--- src/rtl/video_in_store_if.sv ---
// Wishbone write-master bundle between video_in_store and system memory.
// Defining VIDEO_IN_STORE_ERR_EN adds the slave error return wb_err_i.
interface video_in_store_if;
  logic        wb_cyc_o;
  logic        wb_stb_o;
  logic        wb_we_o;
  logic [3:0]  wb_sel_o;
  logic [31:0] wb_adr_o;
  logic [31:0] wb_dat_o;
  logic        wb_ack_i;
`ifdef VIDEO_IN_STORE_ERR_EN
  logic        wb_err_i;

  modport master (
    output wb_cyc_o, wb_stb_o, wb_we_o, wb_sel_o, wb_adr_o, wb_dat_o,
    input  wb_ack_i, wb_err_i
  );
  modport slave (
    input  wb_cyc_o, wb_stb_o, wb_we_o, wb_sel_o, wb_adr_o, wb_dat_o,
    output wb_ack_i, wb_err_i
  );
`else
  modport master (
    output wb_cyc_o, wb_stb_o, wb_we_o, wb_sel_o, wb_adr_o, wb_dat_o,
    input  wb_ack_i
  );
  modport slave (
    input  wb_cyc_o, wb_stb_o, wb_we_o, wb_sel_o, wb_adr_o, wb_dat_o,
    output wb_ack_i
  );
`endif
endinterface

--- src/rtl/video_in_store.sv ---
// Drains the packed-pixel FIFO into double-buffered frame memory via Wishbone bursts.
// Optional macro VIDEO_IN_STORE_ERR_EN: wb_err_i aborts a burst and latches sticky wb_error.
module video_in_store #(
  parameter int BURST_LEN   = 8,
  parameter int FRAME_WORDS = 76800,
  parameter int LEVEL_W     = 6,
  parameter int CNT_W       = 17
) (
  input  logic               clk,
  input  logic               nRST,
  input  logic               enable,
  input  logic [31:0]        buf0_addr,
  input  logic [31:0]        buf1_addr,
  input  logic [31:0]        fifo_data,
  input  logic [LEVEL_W-1:0] fifo_level,
  input  logic               fifo_empty,
  output logic               fifo_r_e,
  video_in_store_if.master   wb,
  output logic               buf_sel,
`ifdef VIDEO_IN_STORE_ERR_EN
  output logic               wb_error,
`endif
  output logic               frame_done
);

  localparam int BEAT_W = (BURST_LEN > 1) ? $clog2(BURST_LEN) : 1;

  typedef enum logic {S_IDLE, S_BURST} state_t;

  state_t             r_state;
  state_t             w_next;
  logic [31:0]        r_adr;
  logic [31:0]        r_base;
  logic [CNT_W-1:0]   r_word_cnt;
  logic [BEAT_W-1:0]  r_beat_cnt;
  logic               r_buf_sel;
  logic               r_frame_done;
  logic               r_error;

  logic               w_in_burst;
  logic               w_err;
  logic               w_beat;
  logic               w_start;
  logic               w_last_beat;
  logic               w_last_word;
  logic [31:0]        w_new_base;
  logic [31:0]        w_offset;

  assign w_in_burst = (r_state == S_BURST);
`ifdef VIDEO_IN_STORE_ERR_EN
  assign w_err      = w_in_burst && wb.wb_err_i;
`else
  assign w_err      = 1'b0;
`endif
  // An error beat is never counted or popped, even if the slave also acks.
  assign w_beat      = w_in_burst && wb.wb_ack_i && !w_err;
  assign w_start     = (r_state == S_IDLE) && enable && !r_error &&
                       (fifo_level >= LEVEL_W'(BURST_LEN));
  assign w_last_beat = (r_beat_cnt == BEAT_W'(BURST_LEN - 1));
  assign w_last_word = (r_word_cnt == CNT_W'(FRAME_WORDS - 1));
  assign w_new_base  = r_buf_sel ? buf1_addr : buf0_addr;
  assign w_offset    = 32'({r_word_cnt, 2'b00});

  // NOTE: sequential state uses non-blocking assignments so every flop samples pre-edge values.
  always_ff @(posedge clk or negedge nRST) begin
    if (!nRST) r_state <= S_IDLE;
    else       r_state <= w_next;
  end

  always_comb begin
    // NOTE: default first so no path through the case leaves w_next unassigned (no latch).
    w_next = r_state;
    case (r_state)
      S_IDLE:  if (w_start) w_next = S_BURST;
      S_BURST: if (w_err || (w_beat && w_last_beat)) w_next = S_IDLE;
      default: w_next = S_IDLE;
    endcase
  end

  always_comb begin
    wb.wb_cyc_o = w_in_burst;
    wb.wb_stb_o = w_in_burst;
    wb.wb_we_o  = w_in_burst;
    wb.wb_sel_o = w_in_burst ? 4'hF : 4'h0;
    wb.wb_dat_o = w_in_burst ? fifo_data : 32'h0;
    wb.wb_adr_o = r_adr;
    fifo_r_e    = w_beat;
  end

  always_ff @(posedge clk or negedge nRST) begin
    if (!nRST) begin
      r_adr        <= 32'h0;
      r_base       <= 32'h0;
      r_word_cnt   <= '0;
      r_beat_cnt   <= '0;
      r_buf_sel    <= 1'b0;
      r_frame_done <= 1'b0;
      r_error      <= 1'b0;
    end else begin
      r_frame_done <= 1'b0;
      if (w_err) r_error <= 1'b1;
      if (w_start) begin
        r_beat_cnt <= '0;
        // A frame's base is latched once, at its first burst; later bursts reuse it.
        if (r_word_cnt == '0) begin
          r_base <= w_new_base;
          r_adr  <= w_new_base;
        end else begin
          r_adr  <= r_base + w_offset;
        end
      end else if (w_beat) begin
        r_adr      <= r_adr + 32'd4;
        r_beat_cnt <= r_beat_cnt + BEAT_W'(1);
        if (w_last_word) begin
          r_word_cnt   <= '0;
          r_buf_sel    <= ~r_buf_sel;
          r_frame_done <= 1'b1;
        end else begin
          r_word_cnt   <= r_word_cnt + CNT_W'(1);
        end
      end
    end
  end

  assign buf_sel    = r_buf_sel;
  assign frame_done = r_frame_done;
`ifdef VIDEO_IN_STORE_ERR_EN
  assign wb_error   = r_error;
`endif

  a_no_pop_when_empty: assert property (@(posedge clk) disable iff (!nRST)
    !(fifo_r_e && fifo_empty));

endmodule

--- src/flat_wrapper.sv ---
// flat-port wrapper written by rule: the top's interface ports become plain ports
module video_in_store_flat 
#(
  parameter int BURST_LEN   = 8,
  parameter int FRAME_WORDS = 76800,
  parameter int LEVEL_W     = 6,
  parameter int CNT_W       = 17
)
  (clk, nRST, enable, buf0_addr, buf1_addr, fifo_data, fifo_level, fifo_empty, fifo_r_e, buf_sel, frame_done, wb_wb_cyc_o, wb_wb_stb_o, wb_wb_we_o, wb_wb_sel_o, wb_wb_adr_o, wb_wb_dat_o, wb_wb_ack_i);
  video_in_store_if wb_i ();
  input  logic clk;
  input  logic nRST;
  input  logic enable;
  input  logic [31:0] buf0_addr;
  input  logic [31:0] buf1_addr;
  input  logic [31:0] fifo_data;
  input  logic [LEVEL_W-1:0] fifo_level;
  input  logic fifo_empty;
  output logic fifo_r_e;
  output logic buf_sel;
  output logic frame_done;
  output wire logic [$bits(wb_i.wb_cyc_o)-1:0] wb_wb_cyc_o;
  output wire logic [$bits(wb_i.wb_stb_o)-1:0] wb_wb_stb_o;
  output wire logic [$bits(wb_i.wb_we_o)-1:0] wb_wb_we_o;
  output wire logic [$bits(wb_i.wb_sel_o)-1:0] wb_wb_sel_o;
  output wire logic [$bits(wb_i.wb_adr_o)-1:0] wb_wb_adr_o;
  output wire logic [$bits(wb_i.wb_dat_o)-1:0] wb_wb_dat_o;
  input wire logic [$bits(wb_i.wb_ack_i)-1:0] wb_wb_ack_i;
  assign wb_wb_cyc_o = wb_i.wb_cyc_o;
  assign wb_wb_stb_o = wb_i.wb_stb_o;
  assign wb_wb_we_o = wb_i.wb_we_o;
  assign wb_wb_sel_o = wb_i.wb_sel_o;
  assign wb_wb_adr_o = wb_i.wb_adr_o;
  assign wb_wb_dat_o = wb_i.wb_dat_o;
  assign wb_i.wb_ack_i = wb_wb_ack_i;
  video_in_store #(.BURST_LEN(BURST_LEN), .FRAME_WORDS(FRAME_WORDS), .LEVEL_W(LEVEL_W), .CNT_W(CNT_W)) u_core (.clk(clk), .nRST(nRST), .enable(enable), .buf0_addr(buf0_addr), .buf1_addr(buf1_addr), .fifo_data(fifo_data), .fifo_level(fifo_level), .fifo_empty(fifo_empty), .fifo_r_e(fifo_r_e), .wb(wb_i), .buf_sel(buf_sel), .frame_done(frame_done));
endmodule
--- config.mk ---
export PLATFORM = sky130hd
export DESIGN_NAME = video_in_store_flat
export DESIGN_NICKNAME = d
export VERILOG_FILES = /design/src/rtl/video_in_store_if.sv /design/src/rtl/video_in_store.sv /design/src/flat_wrapper.sv
export SDC_FILE = /design/constraint.sdc
export NUM_CORES = 1
export LEC_CHECK = 0
export CORE_MARGIN = 3
export CORE_UTILIZATION = 40
export CTS_CLUSTER_DIAMETER = 120
export DETAILED_ROUTE_END_ITERATION = 8
export PLACE_DENSITY = 0.73
export SLEW_MARGIN = 10
export SYNTH_ARGS = -nofsm -noshare
export SYNTH_HDL_FRONTEND = slang
export SYNTH_SLANG_ARGS = --single-unit
--- constraint.sdc ---
create_clock -name clk -period 2.4 [get_ports clk]
set_input_delay 0.6 -clock clk [delete_from_list [all_inputs] [get_ports clk]]
set_output_delay 0.6 -clock clk [all_outputs]
set_load 0.005 [all_outputs]
==> flow_summary.ini <==
[outcome]
status = finished, violations left
violations = setup timing

[clock_network]
cts_buffers = 9
insertion_delay_ns = 0.34
cts.clk_slew.worst_paths_ns = 0.06
ctsLongestPathBuffers = 2
h-tree-depth = 3
cts_root_buffer = clkbuf_16
cts.sinks = 87
cts_tree = yes

[grt]
grt_pass1_wl_mm = 30.17
grt_pass1_vias = 5963
grtUsageTotal_pct = 23.04
grt_max_degree = 43
antenna_found_initial = 0
grt-ovfl-total = 0

[logic_synthesis]
async_reset_ff_share_pct = 100.0
synth_top_cell_by_area = dfrtp_1
ys_ff_latch = 87
synth_area_mm2 = 0.005946
yosys-top-cells-count = 87 x dfrtp_1, 76 x nand2_1, 54 x nor2_1
yosys.area.top_type_share_pct = 36.62
yosys-top-cells-area = dfrtp_1 37%, xnor2_1 5.9%, mux2i_1 4.9%
synth.avg_cell_area_um2 = 8.718
postSynthCellCount = 682
yosysSeqAreaShare_pct = 36.62
synth_most_common_cell = dfrtp_1
ys.flop_type = dfrtp_1
synth_warnings = 0
syn_nets = 812
synth-edff-count = 0
ys_types = 60

[run]
drv_cap = 0

[sta]
clock.fmax_ghz = 0.4091
min_period_ns = 2.445
relSlewSlack_pct = 60.01
worstMarginPinSlew_ns = 0.5999
final_max_slew_viol_count = 0
fin_skew_ns = 0.009098
timing.final.crit_share_pct = 101.9
rsz0062_at_grt = true
holdWs_ns = 0.2711
fin_ws_ns = -0.04468
hold_viol_final = 0
setup_viol = 5

[die]
start_util_pct = 41.86
core_mm2 = 0.01420
die-area_mm2 = 0.01636
rows = 43
die_h_um = 127.9
die_width_um = 127.9
io_pins = 181

[worst_setup_path]
critical_path.cell_chain = ha_2 -> fa_2 -> a211oi_4 -> nor4_4 -> o31ai_2 -> buf_4 -> a31o_4 -> buf_4 -> nor3_2 -> a21oi_1 -> o21ai_1
cp_top_family = compound AO/OA/AOI/OAI gates
worstRegToRegCells = 11
path_max_fanout = 6
crit_arrival_ns = 2.67
crit_path_end_kind = register
crit_type = reg -> reg
cp.required_ns = 2.62
cp_slowest_cell = dfrtp_1
max_stage_delay_ns = 0.39
cp-start-kind = register
crit_cells = 11
cpMostUsedCell = buf_4
critPathBufInv = 2

[pwr]
power_frac_clock_pct = 16.3
p_leak_nw = 3.733
power_frac_comb_pct = 53.6
swShare_pct = 37.30
finalPower_mw = 8.683
p_seq_share_pct = 30.1
intPower_mw = 5.444
p_per_area_mw_per_mm2 = 955.8
switchingPower_mw = 3.239
vdd_ir_drop_max_mv = 0.6045

[place]
hpwl_mm = 14.75
dpl.cell_count = 1099
port_buffers = 176
place_ws_ns = -0.2502
gp_congestion = 0.9045
placed_cell_area_mm2 = 0.008562

[drt]
vias = 6257
drtAntennaViolNets = 0
wire_per_inst_um = 17.46
drc = 0
drtIter0Drc = 456
drt-vias-per-instance = 5.602
firstDrtPassIters = 6
wl_mm = 19.51

[final_layout]
fin_nets = 1064
fin_cells = 1117
drive_gt1_share_pct = 18.14
final_area_mm2 = 0.009084
syn_to_final_growth_pct = 52.78
n_antenna_cell = 0

[hold_path]
hp-class = in -> async
-- per-stage QoR --
step	utilization [%]	setup TNS, ns
2_1_floorplan	-	0
6_report	63.95	-0.1102
4_1_cts	62.93	-0.06475
5_1_grt	63.95	-1.118
3_5_place_dp	60.28	-5.419
3_3_place_gp	60.28	-4.508
-- flip-flops by register name, summed over array words and instances (netlist names) --
register            flops
u_core.r_beat_cnt       3
u_core.wb.wb_adr_o     32
u_core.r_word_cnt      17
u_core.frame_done       1
u_core.buf_sel          1
u_core.wb.wb_cyc_o      1
u_core.r_base          32
-- worst reg2reg max path, delay by kind of cell, from the launching register on --
family	cells	cell delay (ns)
flip-flops	1	0.39
buffers and inverters	2	0.29
adder cells (fa/ha/maj)	2	0.60
AND/OR/NAND/NOR	2	0.11
AO/OA/AOI/OAI	5	0.94
-- per-layer routing --
layer	track usage (%)	vias to the layer above	wire length [um]
li1	-	2940	-
met1	29.83	2950	8017
met2	37.80	319	8988
met3	4.917	48	1898
met4	8.801	0	602
met5	0	-	0
-- power by group through the flow --
stage          combinational, mW  clock, mW  sequential, mW
5_1_grt                     5.09       1.49            2.69
6_report                    4.65       1.41            2.62
3_5_place_dp                4.36          0            2.58
4_1_cts                     4.48       1.43            2.57
3_3_place_gp                4.29          0            2.57
2_1_floorplan               2.14          0            2.58
-- cell usage in the layout (no fill, tap or decap), types with 3 or more instances in the layout --
| cell | n |
|---|---|
| clkbuf_16 | 9 |
| a31oi_1 | 10 |
| o21a_1 | 6 |
| mux2_2 | 4 |
| ha_4 | 5 |
| mux2i_1 | 29 |
| buf_12 | 5 |
| dfrtp_1 | 84 |
| nor3_1 | 15 |
| a21oi_1 | 47 |
| xor2_1 | 19 |
| nand3_2 | 3 |
| nor4_4 | 3 |
| a41oi_1 | 3 |
| xnor2_1 | 40 |
| o22ai_1 | 12 |
| a211oi_1 | 10 |
| and2_1 | 34 |
| o21ai_0 | 38 |
| nand4_1 | 15 |
| ha_1 | 16 |
| nand3_1 | 20 |
| a21o_1 | 10 |
| o21bai_1 | 3 |
| nor2_1 | 53 |
| clkdlybuf4s50_1 | 174 |
| nor4_1 | 7 |
| nand2_1 | 76 |
| a211oi_2 | 4 |
| and3_1 | 11 |
| inv_1 | 6 |
| o21ai_1 | 10 |
| dfrtp_2 | 3 |
| buf_4 | 101 |
-- worst paths after layout --
path	startpoint	endpoint	slack [ns]
setup / recovery	u_core.r_word_cnt[0]	u_core.wb.wb_adr_o[20]	-0.04
hold reg to reg	u_core.wb.wb_adr_o[1]	u_core.wb.wb_adr_o[1]	0.48
max in group asynchronous	nRST	u_core.r_word_cnt[1]	1.58
min in group clk	u_core.wb.wb_adr_o[1]	u_core.wb.wb_adr_o[1]	0.48
setup reg to reg	u_core.r_word_cnt[0]	u_core.wb.wb_adr_o[20]	-0.04
hold / removal	nRST	u_core.r_beat_cnt[2]	0.27
-- repair_timing --
action	in CTS	in global routing
pin swaps	8	12
setup endpoints to repair	13	45
gates resized for setup	18	24
hold buffers	0	0
buffers inserted	1	3
-- cell type report --
| type | count | area, um^2 |
|---|---|---|
| sequential | 87 | 2181 |
| clock buffer | 13 | 260.3 |
| inverter | 6 | 22.52 |
| clock inverter | 1 | 30.03 |
| fill | 1172 | 5120 |
| tap | 180 | 225.2 |
| multi-input combinational | 547 | 3734 |
| timing repair buffer | 283 | 2631 |
-- logic make-up (layout without fill, tap and decap cells) --
group	after synthesis	count (layout)	share of synthesized area, %
compound gates	169	169	17.15
xor+xnor	59	59	8.691
fa+ha+maj	23	23	4.966
buf+inv	48	303	3.914
flops	87	87	36.62
mux	33	33	5.640
simple gates	263	263	23.02
Power figures use the tool's default switching activity.
